`src/rtl/mem_port_arbiter.sv`:
```
// Round-robin share of one native memory port between core (0) and Ethernet DMA (1).
// Optional BUSY watchdog enabled by defining ARB_TIMEOUT_EN.
module mem_port_arbiter #(
  parameter int unsigned TIMEOUT_CYCLES = 256,
  parameter logic [31:0] ERR_RDATA      = 32'hDEAD_BEEF
) (
  input  logic        clk,
  input  logic        reset,
  input  logic        m0_valid,
  input  logic        m0_instr,
  input  logic [31:0] m0_addr,
  input  logic [31:0] m0_wdata,
  input  logic [3:0]  m0_wstrb,
  output logic        m0_ready,
  output logic [31:0] m0_rdata,
  input  logic        m1_valid,
  input  logic        m1_instr,
  input  logic [31:0] m1_addr,
  input  logic [31:0] m1_wdata,
  input  logic [3:0]  m1_wstrb,
  output logic        m1_ready,
  output logic [31:0] m1_rdata,
  output logic        s_valid,
  output logic        s_instr,
  output logic [31:0] s_addr,
  output logic [31:0] s_wdata,
  output logic [3:0]  s_wstrb,
  input  logic        s_ready,
  input  logic [31:0] s_rdata,
  output logic        owner,
  output logic        busy,
  output logic        timeout
);

  if (TIMEOUT_CYCLES < 2) begin : g_bad_cfg
    $error("TIMEOUT_CYCLES must be at least 2");
  end

  typedef enum logic [1:0] {
    IDLE,
    BUSY,
    RELEASE
  } state_e;

  typedef struct packed {
    logic        instr;
    logic [31:0] addr;
    logic [31:0] wdata;
    logic [3:0]  wstrb;
  } req_t;

  state_e      state_q, state_d;
  req_t        req_q, req_d;
  logic        s_valid_q, s_valid_d;
  logic        owner_q, owner_d;
  logic        last_q, last_d;
  logic [1:0]  rdy_q, rdy_d;
  logic [31:0] rd0_q, rd0_d;
  logic [31:0] rd1_q, rd1_d;
  logic        tmo_q, tmo_d;
  logic        expire;
  logic        gnt_vld;
  logic        gnt_sel;
  logic [31:0] resp_data;
  req_t        m0_req, m1_req;

  assign m0_req = '{instr: m0_instr, addr: m0_addr,
                    wdata: m0_wdata, wstrb: m0_wstrb};
  assign m1_req = '{instr: m1_instr, addr: m1_addr,
                    wdata: m1_wdata, wstrb: m1_wstrb};

`ifdef ARB_TIMEOUT_EN
  localparam logic [15:0] CntLast = 16'(TIMEOUT_CYCLES - 1);

  logic [15:0] cnt_q, cnt_d;

  // Held at zero outside BUSY so every transfer starts from a clean count.
  always_comb begin
    cnt_d = cnt_q;
    if (state_q != BUSY) begin
      cnt_d = '0;
    end else if (!s_ready) begin
      cnt_d = cnt_q + 16'd1;
    end
  end

  always_ff @(posedge clk or posedge reset) begin
    if (reset) begin
      cnt_q <= '0;
    end else begin
      cnt_q <= cnt_d;
    end
  end

  assign expire = (state_q == BUSY) && !s_ready && (cnt_q == CntLast);
`else
  assign expire = 1'b0;
`endif

  assign gnt_vld   = m0_valid | m1_valid;
  assign gnt_sel   = (m0_valid & m1_valid) ? ~last_q : m1_valid;
  assign resp_data = s_ready ? s_rdata : ERR_RDATA;

  always_comb begin
    state_d   = state_q;
    req_d     = req_q;
    s_valid_d = s_valid_q;
    owner_d   = owner_q;
    last_d    = last_q;
    rdy_d     = 2'b00;
    rd0_d     = rd0_q;
    rd1_d     = rd1_q;
    tmo_d     = tmo_q;
    unique case (state_q)
      IDLE: begin
        if (gnt_vld) begin
          req_d     = gnt_sel ? m1_req : m0_req;
          owner_d   = gnt_sel;
          last_d    = gnt_sel;
          s_valid_d = 1'b1;
          state_d   = BUSY;
        end
      end
      BUSY: begin
        if (s_ready || expire) begin
          if (owner_q) begin
            rd1_d    = resp_data;
            rdy_d[1] = 1'b1;
          end else begin
            rd0_d    = resp_data;
            rdy_d[0] = 1'b1;
          end
          tmo_d     = tmo_q | ~s_ready;
          s_valid_d = 1'b0;
          state_d   = RELEASE;
        end
      end
      RELEASE: state_d = IDLE;
      default: state_d = IDLE;
    endcase
  end

  always_ff @(posedge clk or posedge reset) begin
    if (reset) begin
      state_q   <= IDLE;
      req_q     <= '0;
      s_valid_q <= 1'b0;
      owner_q   <= 1'b0;
      last_q    <= 1'b1;
      rdy_q     <= 2'b00;
      rd0_q     <= '0;
      rd1_q     <= '0;
      tmo_q     <= 1'b0;
    end else begin
      state_q   <= state_d;
      req_q     <= req_d;
      s_valid_q <= s_valid_d;
      owner_q   <= owner_d;
      last_q    <= last_d;
      rdy_q     <= rdy_d;
      rd0_q     <= rd0_d;
      rd1_q     <= rd1_d;
      tmo_q     <= tmo_d;
    end
  end

  assign s_valid  = s_valid_q;
  assign s_instr  = req_q.instr;
  assign s_addr   = req_q.addr;
  assign s_wdata  = req_q.wdata;
  assign s_wstrb  = req_q.wstrb;
  assign m0_ready = rdy_q[0];
  assign m1_ready = rdy_q[1];
  assign m0_rdata = rd0_q;
  assign m1_rdata = rd1_q;
  assign owner    = owner_q;
  assign busy     = (state_q != IDLE);
  assign timeout  = tmo_q;

endmodule

```
`config.mk`:
```
export PLATFORM = sky130hd
export DESIGN_NAME = mem_port_arbiter
export DESIGN_NICKNAME = d
export VERILOG_FILES = /design/src/rtl/mem_port_arbiter.sv
export SDC_FILE = /design/constraint.sdc
export NUM_CORES = 1
export LEC_CHECK = 0
export CAP_MARGIN = 30
export CELL_PAD_IN_SITES_DETAIL_PLACEMENT = 1
export CELL_PAD_IN_SITES_GLOBAL_PLACEMENT = 2
export CORE_ASPECT_RATIO = 2
export CORE_MARGIN = 2
export CORE_UTILIZATION = 23
export CTS_BUF_LIST = sky130_fd_sc_hd__clkbuf_2
export CTS_CLUSTER_DIAMETER = 60
export DETAILED_ROUTE_END_ITERATION = 16
export PLACE_DENSITY = 0.85
export SKIP_LAST_GASP = 1
export SLEW_MARGIN = 20
export SYNTH_ARGS = -nofsm -noshare
export SYNTH_HDL_FRONTEND = slang
export SYNTH_SLANG_ARGS = --single-unit
```
`constraint.sdc`:
```
create_clock -name clk -period 4.5 [get_ports clk]
set_input_delay 0.45 -clock clk [delete_from_list [all_inputs] [get_ports clk]]
set_output_delay 0.45 -clock clk [all_outputs]
set_load 0.05 [all_outputs]
```
# [Yosys cells after proc, flatten, opt, wreduce, memory -nomap -nowiden]
# Cells that the tools add are included.
[op_classes] n_eq_ne=3 shift=0 n_div=0 reduce_logical=9 addsub=0 n_lt_le_gt_ge=0 n_mul=0 bitwise=6 muxes=12
[ops] cell="69-bit 2-to-1 mux" n=1
[ops] cell="3-bit AND reduction" n=3
[ops] cell="2-bit 2-to-1 mux" n=4
[ops] cell="2-bit AND reduction" n=3
[ops] cell="1-bit 2-to-1 mux" n=5
[ops] cell="2-bit != test, second input constant" n=2
[ops] cell="2-bit case mux with 2 select lines" n=1
[ops] cell="2-bit nonzero test" n=2
[ops] cell="1-bit inverter" n=3
[ops] cell="2-bit by 1-bit equality test with 1-bit output, second input constant" n=1
[ops] cell="2-bit zero test" n=1
[ops] cell="1-bit OR" n=2
[ops] cell="1-bit case mux with 2 select lines" n=1
[ops] cell="1-bit bitwise AND" n=1
[totals] ram_bits=0 rom_bits=0 input_bits=175 out_inout_bits=139 wordCells=42 latchBits=0 n_memories=0 register_bits=141

# [Depth between registers and ports, before layout]
# Gate-level depths: netlist (run 1).
[logic_depth] depth_word=3 ltp_mapped=5 mapped_depth_nobuf=4

# [Worst setup path before layout (run 1)]
# OpenSTA, ideal clock, no wires.
[synth_path] path_kind="register to register" startpoint="register owner_q, in the netlist owner" endpoint="register rd0_q[10], in the netlist m0_rdata[10]" setup_time_ns=0.125 n_path_buf=1 path_slack_ns=2.876 period_less_slack_ns=1.624 path_stages_with_launch=4 arrival_time_ns=1.499 t_required_ns=4.375 path_cell_list="dfrtp_1 > nor2_1 > buf_2 > mux2_2"
[synth_between] elab_chain_cells=2
[synth_lines] item="start: declaration" line_no="55" rtl="logic owner_q, owner_d;"
[synth_lines] item="start signal: assignment" line_no="158" rtl="owner_q <= owner_d;"
[synth_lines] item="1-bit inverter (no line)"
[synth_lines] item="3-bit AND reduction (no line)"
[synth_lines] item="end signal: assignment" line_no="161" rtl="rd0_q <= rd0_d;"
[synth_lines] item="end: declaration" line_no="58" rtl="logic [31:0] rd0_q, rd0_d;"
# No other way between the ends.
# A chain may end at the register's enable or synchronous reset.

# [Worst setup path after layout (run 1)]
[layout_path] startpoint="register state_q[0]" endpoint="output port busy"
[layout_between] elab_chain_cells=1
[layout_lines] item="start: declaration" line_no="52" rtl="state_e state_q, state_d;"
[layout_lines] item="start signal: assignment" line_no="155" rtl="state_q <= state_d;"
[layout_lines] item="2-bit nonzero test" line_no="177" rtl="assign busy = (state_q != IDLE);"
[layout_lines] item="end: declaration" line_no="31" rtl="output logic busy,"
# No other way between the ends.

==> summary.txt, run 1 <==
Yosys
  • #FFs+latches synth: 141
  • Net Count, Synth: roughly 560
  • Main area contributors after synthesis: dfrtp_1 (58%), mux2_2 (25%), mux2_1 (13%)
  • Yosys warnings: 0
  • Yosys top cell area share: between 50% and 60%
  • Yosys cell types: 19
  • Most numerous cell in the Yosys netlist: dfrtp_1
  • Cells after synthesis: 382
  • Async S/R FF share, synth: 100%
  • Post-synth EDFFs: 0
  • Mean Syn Cell Area: 15.8 µm²
  • Cell area after synthesis: 6050 µm²
  • Top post-synthesis cells by count: dfrtp_1 (140), mux2_2 (133), mux2_1 (69)
  • Most used DFF post-synth: dfrtp_1
  • Post-synthesis sequential area ratio: 58.4%
  • Yosys top cell by area: dfrtp_1

STA
  • Period utilization: roughly 67%
  • Slew Viols, Final: 0
  • Unrepaired setup endpoints after global routing: no
  • Hold Violations, Final: 0
  • Finish-stage setup viols: 0
  • Worst-Margin Slew: 0.815 ns
  • Max Clk Rate: approximately 330 MHz
  • Final Skew: 0.0263 ns
  • Slew headroom: between 40 and 50%
  • Hold Slack: 0.166 ns
  • Total Negative Setup Slacks: 0 ns
  • Post-layout min period: 3.01 ns

Layout
  • Finished Cell Area: between 9000 and 10000 µm²
  • Final nets: 874
  • Final core occ: 38.0%
  • Layout area overhead: 63.9%
  • Layout cells sized above 1: 24.6%

Clock network
  • CTS Buffer Depth: 2
  • Reg clk slew, reported paths: 0.22 ns
  • H-tree depth: 4
  • Total CTS buffers: 17
  • CTS tree: built
  • Worst-Skew Late Latency: approximately 0.8 ns
  • CTS sink count: 141
  • CTS Hold Buffers Added: 0
  • # Post-CTS Setup Buffers: 0
  • PostCTS Resize Cnt: 0
  • Root buf cell: clkbuf_2

Die
  • Num rows: 84
  • Die area: 27700 µm²
  • # IOs: about 310
  • Core area: 26100 µm²
  • Die width: 119 µm
  • Starting Density: about 23%
  • Chip Height: 233 µm

Route
  • Avg Vias per Cell: roughly 4.3
  • Initial DRC count: 124
  • Vias post-DR: 4496
  • Number of nets still failing antenna checks after routing: 0
  • Avg WL per Cell: 19.1 µm
  • Residual DRC: 0
  • DR pass1 iterations: 4
  • Final wirelength: a little over 20 mm

Worst setup path
  • R2r setup slk: approximately 2.4 ns
  • Crit path arrival time: approximately 2.6 ns
  • CP Capture Type: primary output
  • WP data required: 4.05 ns
  • Setup crit end: busy
  • Crit Path Max Fanout: 4
  • Reg-to-Reg End: s_wstrb[2]$_DFFE_PP0P_
  • CP Launch Type: flip-flop
  • Critical R2R Launch: last_q$_DFFE_PP1P_
  • CP Class: reg -> out
  • Worst setup path start: state_q[0]$_DFFE_PP0P_
  • Register-to-Register Path Depth: 4

Flow run
  • Max-Cap Viols: 0

Global routing
  • GRT Overall Usage: 14.9%
  • Grt ovf: 0
  • Vias in the first global route: 5205
  • Largest net degree at the start of global routing: 89
  • First-pass GRT wire length: 31.1 mm
  • Initial antenna violation count: 1

Power
  • Comb pwr share: around three fifths
  • Total power: 8.25 mW
  • Switching pwr: 3.96 mW
  • Power Internal: 4.29 mW
  • Sw Ratio: between 40% and 50%
  • Max VDD drop: 0.628 mV
  • Static leakage: 4.01 nW
  • Clock power share: between 10% and 20%
  • PwrDens: approximately 830 nW/µm²
  • Reg power frac: 27.2%

Place
  • Placed Area: 9570 µm²
  • PortBufs: 313
  • Final GP Congestion: around 0.76
  • DP HPWL: 15.3 mm

Run status
  • Status: finished clean

Worst hold path
  • Worst hold path type: in -> async
[metal layers]
metal / global-route usage (%) / routed length (µm)
met2: 24.3 / 9270
met1: 14.9 / 7380
met3: 9.84 / 3240
met5: 0 / 0
met4: 6.14 / 318
[cell usage in the layout (no fill, tap or decap)]
cell type,count
inv_1,3
mux2_2,133
a31oi_1,1
nand3b_1,1
clkinv_1,2
clkbuf_2,20
buf_16,2
buf_12,1
clkdlybuf4s50_1,313
clkinv_4,2
clkinv_2,1
o21ai_4,1
dfrtp_1,140
diode_2,1
buf_4,4
bufinv_16,6
nand2b_1,1
mux2_1,69
o2bb2ai_1,1
clkinvlp_4,1
nor2_1,1
a21bo_4,1
inv_6,1
nand2_1,3
nor2_4,1
a21oi_1,1
o21ai_0,1
dfstp_2,1
[final cells by class]
| cell class | instances | area (µm²) |
|---|---|---|
| diodes | 1 | 2.50 |
| well taps | 344 | 430 |
| clock inverters | 12 | 218 |
| clock buffers | 20 | 100 |
| inverters | 4 | 20.0 |
| flip-flops and latches | 141 | 3530 |
| multi-input cells | 215 | 2370 |
| fillers | 2851 | 16200 |
| repair buffers | 320 | 3240 |
[cell families (layout without fill, tap and decap cells)]
kind of cell	count (synthesis)	in the layout	share of synthesized area [%]
compound gates	6	6	0.662
buf+inv	26	356	2.81
flops	141	141	58.4
mux	202	202	37.6
other cells	0	1	0
simple gates	7	7	0.538
[power groups by stage]
stage | logic [mW] | registers [mW] | clock network [mW]
final | 5.05 | 2.24 | 0.967
after global routing | 5.25 | 2.33 | 1.06
after CTS | 5.08 | 2.26 | 1.02
after detailed placement | 5.06 | 2.29 | 0
after global placement | 4.99 | 2.24 | 0
after floorplan | 1.08 | 4.44 | 0
[state kept, by name, indices dropped and copies added (netlist names)]
| name | flops |
|---|---|
| m0_rdata | 32 |
| m1_rdata | 32 |
| rdy_q | 2 |
| timeout | 1 |
| s_wdata | 32 |
| s_instr | 1 |
| s_valid | 1 |
| owner | 1 |
| last_q | 1 |
| state_q | 2 |
| s_addr | 32 |
| s_wstrb | 4 |
[per-stage QoR]
| stage | setup slack [ns] | std cells |
|---|---|---|
| finish | 1.49 | 1057 |
| global route | 1.26 | 1057 |
| detailed placement | 1.88 | 1023 |
| floorplan | 0.270 | 382 |
| global placement | 1.73 | 1021 |
| CTS | 1.36 | 1055 |
[worst max-delay path, stage by stage (launching register included)]
cell and delay (ns):
dfrtp_1 0.44, nor2_1 0.45, inv_1 0.12, clkdlybuf4s50_1 0.75
[worst min path at each step]
stage	start	end	slack (ns)	depth (start not counted)
global route	reset	m1_rdata[0]$_DFFE_PP0P_	0.13	2
CTS	reset	m0_rdata[3]$_DFFE_PP0P_	0.09	2
floorplan	last_q$_DFFE_PP1P_	last_q$_DFFE_PP1P_	0.50	2
finish	reset	m0_rdata[3]$_DFFE_PP0P_	0.17	2
detailed placement	timeout$_DFFE_PP0P_	timeout$_DFFE_PP0P_	0.37	0
global placement	timeout$_DFFE_PP0P_	timeout$_DFFE_PP0P_	0.37	0
Power figures use the tool's default switching activity.
==> run 2: changes to the inputs <==
--- a/config.mk
+++ b/config.mk
@@ -10,11 +10,11 @@
 export CELL_PAD_IN_SITES_GLOBAL_PLACEMENT = 2
 export CORE_ASPECT_RATIO = 2
 export CORE_MARGIN = 2
-export CORE_UTILIZATION = 23
+export CORE_UTILIZATION = 26
 export CTS_BUF_LIST = sky130_fd_sc_hd__clkbuf_2
 export CTS_CLUSTER_DIAMETER = 60
 export DETAILED_ROUTE_END_ITERATION = 16
-export PLACE_DENSITY = 0.85
+export PLACE_DENSITY = 0.91
 export SKIP_LAST_GASP = 1
 export SLEW_MARGIN = 20
 export SYNTH_ARGS = -nofsm -noshare
==> constraint.sdc (replaced) <==
create_clock -name clk -period 3.1 [get_ports clk]
set_input_delay 0.31 -clock clk [delete_from_list [all_inputs] [get_ports clk]]
set_output_delay 0.31 -clock clk [all_outputs]
set_load 0.05 [all_outputs]
==> run 2 against run 1 <==
Compared with the run above:
- die area shrank 11%
- clock-buffer cell count shrank 3
- non-clock buffer count shrank 2
- critical path type unchanged
- critical endpoint unchanged
==> summary.txt, run 2 (synthesized netlist as in run 1, its figures left out) <==
Layout
  • Commonest non-fill, non-tap cells in the layout: clkdlybuf4s50_1 (313), dfrtp_1 (140), mux2_2 (133), mux2_1 (69), clkbuf_2 (17)
  • Finished Cell Area: 9730 µm² (-1.9%)
  • Most common cell after layout, fill and taps aside: clkdlybuf4s50_1
  • Final nets: 872 (-0.23%)
  • Post-Layout Cell Count: 994 (-6.0%)
  • Layout area overhead: 60.9%
  • Layout cells sized above 1: 24.4% (-0.21 points)
  • Fillers: 2434 (-15%)

Route
  • Initial DRC count: 61 (-51%)
  • DR top layer: met4
  • Vias post-DR: 4472 (-0.53%)
  • Wl on met1: 7.46 mm (+1.1%)
  • Final wirelength: 19.5 mm (-3.3%)
  • Avg WL per Cell: 19.7 µm (+2.8%)
  • Residual DRC: 0 (unchanged)
  • Met2 Wirelength: 8.81 mm (-4.9%)
  • Avg Vias per Cell: 4.50 (+5.8%)
  • DR pass1 iterations: 4 (unchanged)
  • Number of nets still failing antenna checks after routing: 0 (unchanged)
  • Wire length on met3: 2.99 mm (-7.7%)

STA
  • Worst-Margin Slew: 0.769 ns (-0.0466 ns)
  • Hold Slack: 0.126 ns (-0.0401 ns)
  • Max Clk Rate: 357 MHz
  • Final WS setup: 0.297 ns (-1.19 ns)
  • Unrepaired setup endpoints after global routing: no
  • Finish-stage setup viols: 0 (unchanged)
  • Post-layout min period: 2.80 ns
  • Slew headroom: 48.7% (+3.1 points)
  • Total Negative Setup Slacks: 0 ns (unchanged)
  • Final Skew: 0.0318 ns (+0.00554 ns)
  • Period utilization: 90.4%
  • Hold Violations, Final: 0 (unchanged)
  • Slew Viols, Final: 0 (unchanged)

Worst setup path
  • Max stage delay on crit path: 0.74 ns (about the same)
  • Crit Path Max Fanout: 4 (unchanged)
  • CP Cell Sequence: nor2_1 > inv_1 > clkdlybuf4s50_1
  • Crit path buf inv count: 2 (unchanged)
  • CP Class: reg -> out
  • Crit path arrival time: 2.49 ns (-0.07 ns)
  • CP Launch Type: flip-flop
  • Slowest cell on the critical path: clkdlybuf4s50_1
  • WP data required: 2.79 ns (-1.26 ns)
  • CP top delay family: buffers and inverters
  • CP Capture Type: primary output

Place
  • Placed Area: 9480 µm² (-0.97%)
  • Cell count after placement: 961 (-6.1%)
  • PortBufs: 313 (unchanged)
  • Final GP Congestion: 0.759 (+0.41%)
  • DP HPWL: 14.6 mm (-4.9%)
  • Worst slack, placed: 0.873 ns (-1.00 ns)

Die
  • Die area: 24600 µm² (-11%)
  • Num rows: 79 (-6.0%)
  • Core area: 23000 µm² (-12%)
  • Die width: 112 µm (-5.7%)
  • # IOs: 314 (unchanged)
  • Starting Density: 26.3% (+3.1 points)
  • Chip Height: 220 µm (-5.8%)

Power
  • Max VDD drop: 0.901 mV (+44%)
  • PwrDens: 1200 nW/µm² (+44%)
  • Static leakage: 3.95 nW (-1.5%)

Clock network
  • Total CTS buffers: 17 (unchanged)
  • CTS sink count: 141 (unchanged)
  • Reg clk slew, reported paths: 0.22 ns (about the same)
  • CTS tree: built
  • PostCTS Resize Cnt: 0 (unchanged)
  • CTS Buffer Depth: 2 (unchanged)
  • H-tree depth: 4 (unchanged)
  • # Post-CTS Setup Buffers: 0 (unchanged)
  • Root buf cell: clkbuf_2
  • CTS Hold Buffers Added: 0 (unchanged)
  • Worst-Skew Late Latency: 0.73 ns (-0.05 ns)

Flow run
  • Max-Cap Viols: 0 (unchanged)

Global routing
  • Largest net degree at the start of global routing: 142 (+60%)
  • Vias in the first global route: 5268 (+1.2%)
  • Grt ovf: 0 (unchanged)
  • Initial antenna violation count: 1 (unchanged)
  • First-pass GRT wire length: 30.4 mm (-2.2%)
  • GRT Overall Usage: 16.3% (+1.4 points)

Worst hold path
  • Worst hold path type: in -> async

Run status
  • Status: finished clean
[run 2: cell types whose count changed in the layout (fill, tap and decap cells not counted), sizes merged]
| cell | previous run | this run |
|---|---|---|
| clkinvlp | 1 | 3 |
| clkbuf | 20 | 17 |
| bufinv | 6 | 2 |
| buf | 7 | 5 |
| inv | 4 | 9 |
[run 2: where the power goes]
group	switching (mW)	total [mW]	internal (mW)
combinational	4.54	7.29	2.75
sequential	0.518	3.28	2.76
clock	0.739	1.12	0.384
[run 2: layer usage]
layer	GRT usage, %	vias up
li1	-	1993
met1	17.5	2163
met2	26.3	301
met3	10.1	15
met4	5.68	0
met5	0	-
[run 2: stage by stage]
stage	utilization [%]	power, mW
5_1_grt	42.2	12.3
6_report	42.2	11.7
3_3_place_gp	41.2	10.5
2_1_floorplan	-	8.01
3_5_place_dp	41.2	10.7
4_1_cts	42.2	11.9
[run 2: path summary, 6_finish.rpt]
kind                            slack (ns)                   start  depth (start not counted)                  endpoint
min in group clk                      0.15                 s_ready                          2    state_q[0]$_DFFE_PP0P_
max in group asynchronous             2.42                   reset                          3  m1_rdata[26]$_DFFE_PP0P_
worst min-delay path                  0.13                   reset                          3    s_addr[25]$_DFFE_PP0P_
worst min register to register        0.41     timeout$_DFFE_PP0P_                          0       timeout$_DFFE_PP0P_
worst max register to register        1.22      last_q$_DFFE_PP1P_                          4    s_addr[20]$_DFFE_PP0P_
worst max-delay path                  0.30  state_q[0]$_DFFE_PP0P_                          3                      busy
[run 2: cell type report]
| cell class | instances | area (µm²) | share of cell area, % |
|---|---|---|---|
| Antenna cell | 1 | 2.50 | 0.0257 |
| Clock buffer | 17 | 85.1 | 0.875 |
| Clock inverter | 15 | 161 | 1.66 |
| Inverter | 4 | 18.8 | 0.193 |
| Multi-Input combinational cell | 215 | 2370 | 24.3 |
| Sequential cell | 141 | 3530 | 36.3 |
| Tap cell | 283 | 354 | 3.64 |
| Timing Repair Buffer | 318 | 3210 | 33.0 |
[run 2: worst register-to-register path: cells and delay by family, from the launching register on]
kind                   cells  cell delay, ns
buffers and inverters      1            0.35
AO/OA/AOI/OAI              1            0.14
flip-flops                 1            0.61
multiplexers               2            0.66
==> run 3: changes to the inputs <==
--- a/config.mk
+++ b/config.mk
@@ -14,7 +14,8 @@
 export CTS_BUF_LIST = sky130_fd_sc_hd__clkbuf_2
 export CTS_CLUSTER_DIAMETER = 60
 export DETAILED_ROUTE_END_ITERATION = 16
-export PLACE_DENSITY = 0.91
+export GPL_TIMING_DRIVEN = 0
+export PLACE_DENSITY = 0.81
 export SKIP_LAST_GASP = 1
 export SLEW_MARGIN = 20
 export SYNTH_ARGS = -nofsm -noshare
==> run 3 against run 2 <==
Compared with the run above:
- clock power is 9.8% higher
- combinational power increased by 0.5%
- sequential cell count unchanged
- clock-buffer cell count stayed put
- worst hold slack better by 0.030 ns
- first-iteration DRC count increased by 44%
- final cell count grew 2.3%
- power up 0.99%
- final area rose by 2.0%
- utilization increased by 0.83 points
- setup slack gained 0.20 ns
- highest routed layer unchanged
==> summary.txt, run 3 (synthesized netlist as in run 1, its figures left out) <==
Run status
  • Status: finished clean

Worst setup path
  • Slowest cell on the critical path: clkdlybuf4s50_1
  • CP Class: reg -> out
  • Max stage delay on crit path: 0.74 ns (about the same)
  • CP Launch Type: flip-flop
  • WP data required: 2.79 ns (about the same)
  • Crit path arrival time: 2.30 ns (-0.19 ns)
  • CP Cell Sequence: nor2_1 > inv_1 > clkdlybuf4s50_1
  • Crit Path Max Fanout: 4 (unchanged)
  • CP Capture Type: primary output

Place
  • DP HPWL: 15.3 mm (+4.7%)
  • PortBufs: 313 (unchanged)
  • Final GP Congestion: 0.772 (+1.7%)

Route
  • Wire length on met3: 2.84 mm (-5.1%)
  • Residual DRC: 0 (unchanged)
  • Wl on met1: 7.60 mm (+1.9%)
  • Number of nets still failing antenna checks after routing: 0 (unchanged)
  • Met2 Wirelength: 8.70 mm (-1.3%)
  • Final wirelength: 19.3 mm (-0.96%)
  • DR top layer: met4
  • Initial DRC count: 88 (+44%)
  • Vias post-DR: 4509 (+0.83%)
  • DR pass1 iterations: 4 (unchanged)
  • Avg Vias per Cell: 4.43 (-1.5%)
  • Avg WL per Cell: 19.0 µm (-3.2%)

STA
  • Finish-stage setup viols: 0 (unchanged)
  • Period utilization: 84.0% (-6.4 points)
  • Unrepaired setup endpoints after global routing: no
  • Slew headroom: 61.7% (+13 points)
  • Slew Viols, Final: 0 (unchanged)
  • Final Skew: 0.0268 ns (-0.00496 ns)
  • Max Clk Rate: 384 MHz (+7.6%)
  • Post-layout min period: 2.61 ns (-0.198 ns)
  • Hold Slack: 0.157 ns (+0.0304 ns)
  • Hold Violations, Final: 0 (unchanged)
  • Worst-Margin Slew: 0.573 ns (-0.196 ns)

Clock network
  • H-tree depth: 4 (unchanged)
  • CTS Buffer Depth: 2 (unchanged)
  • Root buf cell: clkbuf_2
  • Total CTS buffers: 17 (unchanged)
  • CTS sink count: 141 (unchanged)
  • # Post-CTS Setup Buffers: 0 (unchanged)
  • Worst-Skew Late Latency: 0.73 ns (about the same)
  • Reg clk slew, reported paths: 0.22 ns (about the same)
  • CTS tree: built

Layout
  • Layout area overhead: 64.0%
  • Commonest non-fill, non-tap cells in the layout: clkdlybuf4s50_1 (313), dfrtp_1 (140), mux2_2 (133), mux2_1 (69), clkbuf_2 (17)
  • Most common cell after layout, fill and taps aside: clkdlybuf4s50_1
  • Fillers: 2444 (+0.41%)
  • Layout cells sized above 1: 25.9% (+1.6 points)
  • Final nets: 895 (+2.6%)

Global routing
  • Vias in the first global route: 5102 (-3.2%)
  • Grt ovf: 0 (unchanged)
  • GRT Overall Usage: 16.0% (-0.32 points)
  • Initial antenna violation count: 1 (unchanged)
  • First-pass GRT wire length: 30.0 mm (-1.5%)
  • Largest net degree at the start of global routing: 33 (-77%)

Die
  • # IOs: 314 (unchanged)
  • Chip Height: 220 µm (unchanged)
  • Num rows: 79 (unchanged)
  • Die area: 24600 µm² (unchanged)
  • Starting Density: 26.3% (unchanged)
  • Core area: 23000 µm² (unchanged)
  • Die width: 112 µm (unchanged)

Power
  • PwrDens: 1190 nW/µm² (-0.96%)
  • Max VDD drop: 0.768 mV (-15%)
  • Static leakage: 4.06 nW (+3.0%)
  • Total power: 11.8 mW (+0.99%)

Worst hold path
  • Worst hold path type: in -> reg

Flow run
  • Max-Cap Viols: 0 (unchanged)
-- run 3: cell types whose count changed in the layout (fill, tap and decap cells not counted), moves of 2 or more --
cell,change
buf_2,+13
buf_6,+7
inv_6,-4
bufinv_16,+2
-- run 3: stage by stage --
stage	worst slack (ns)	instance area, µm²	instances	util, %	TNS, ns
2_1_floorplan	1.03	6050	382	-	0
3_3_place_gp	-0.346	9540	978	41.4	-47.42
3_5_place_dp	0.527	9620	982	41.8	0
4_1_cts	0.349	9910	1015	43.0	0
5_1_grt	0.275	9920	1017	43.1	0
6_report	0.495	9920	1017	43.1	0
-- run 3: where the power goes --
| group | switching [mW] | internal [mW] | leakage, nW |
|---|---|---|---|
| logic | 4.54 | 2.79 | 2.24 |
| clock network | 0.697 | 0.530 | 0.157 |
| registers | 0.488 | 2.76 | 1.67 |
-- run 3: cell type report --
cell class	count	area (µm²)	share of cell area (%)
Sequential cell	141	3530	35.6
Tap cell	283	354	3.57
Buffer	22	155	1.56
Timing Repair Buffer	319	3230	32.6
Antenna cell	1	2.50	0.0252
Clock inverter	15	195	1.97
Clock buffer	17	85.1	0.858
Multi-Input combinational cell	215	2350	23.7
Inverter	4	18.8	0.189
-- run 3: per-layer routing --
layer	vias up	global-route usage [%]
met1	2165	18.1
met2	293	25.3
met4	0	4.57
met5	-	0
li1	2041	-
met3	10	9.93
-- run 3: timing repair --
item                      in CTS  in global routing
hold buffers                   1                  0
resized for setup              0                  0
hold endpoints to repair      19                  0
-- run 3: worst max-delay path, delay by kind of cell, from the launching register on --
kind                   cells  cell delay [ns]
and+or+nand+nor            1             0.26
buffers and inverters      2             0.85
DFF                        1             0.45
-- run 3: path summary, 6_finish.rpt --
kind                                             start                  endpoint  slack (ns)  depth (start not counted)
worst max register to register  state_q[1]$_DFFE_PP0P_   m0_rdata[9]$_DFFE_PP0P_        1.25                          4
worst max-delay path            state_q[0]$_DFFE_PP0P_                      busy        0.49                          3
worst min register to register     timeout$_DFFE_PP0P_       timeout$_DFFE_PP0P_        0.49                          1
min in group asynchronous                        reset  m0_rdata[15]$_DFFE_PP0P_        0.54                          3
worst min-delay path                          m0_valid        last_q$_DFFE_PP1P_        0.16                          2
max in group asynchronous                        reset     s_addr[6]$_DFFE_PP0P_        1.75                          5
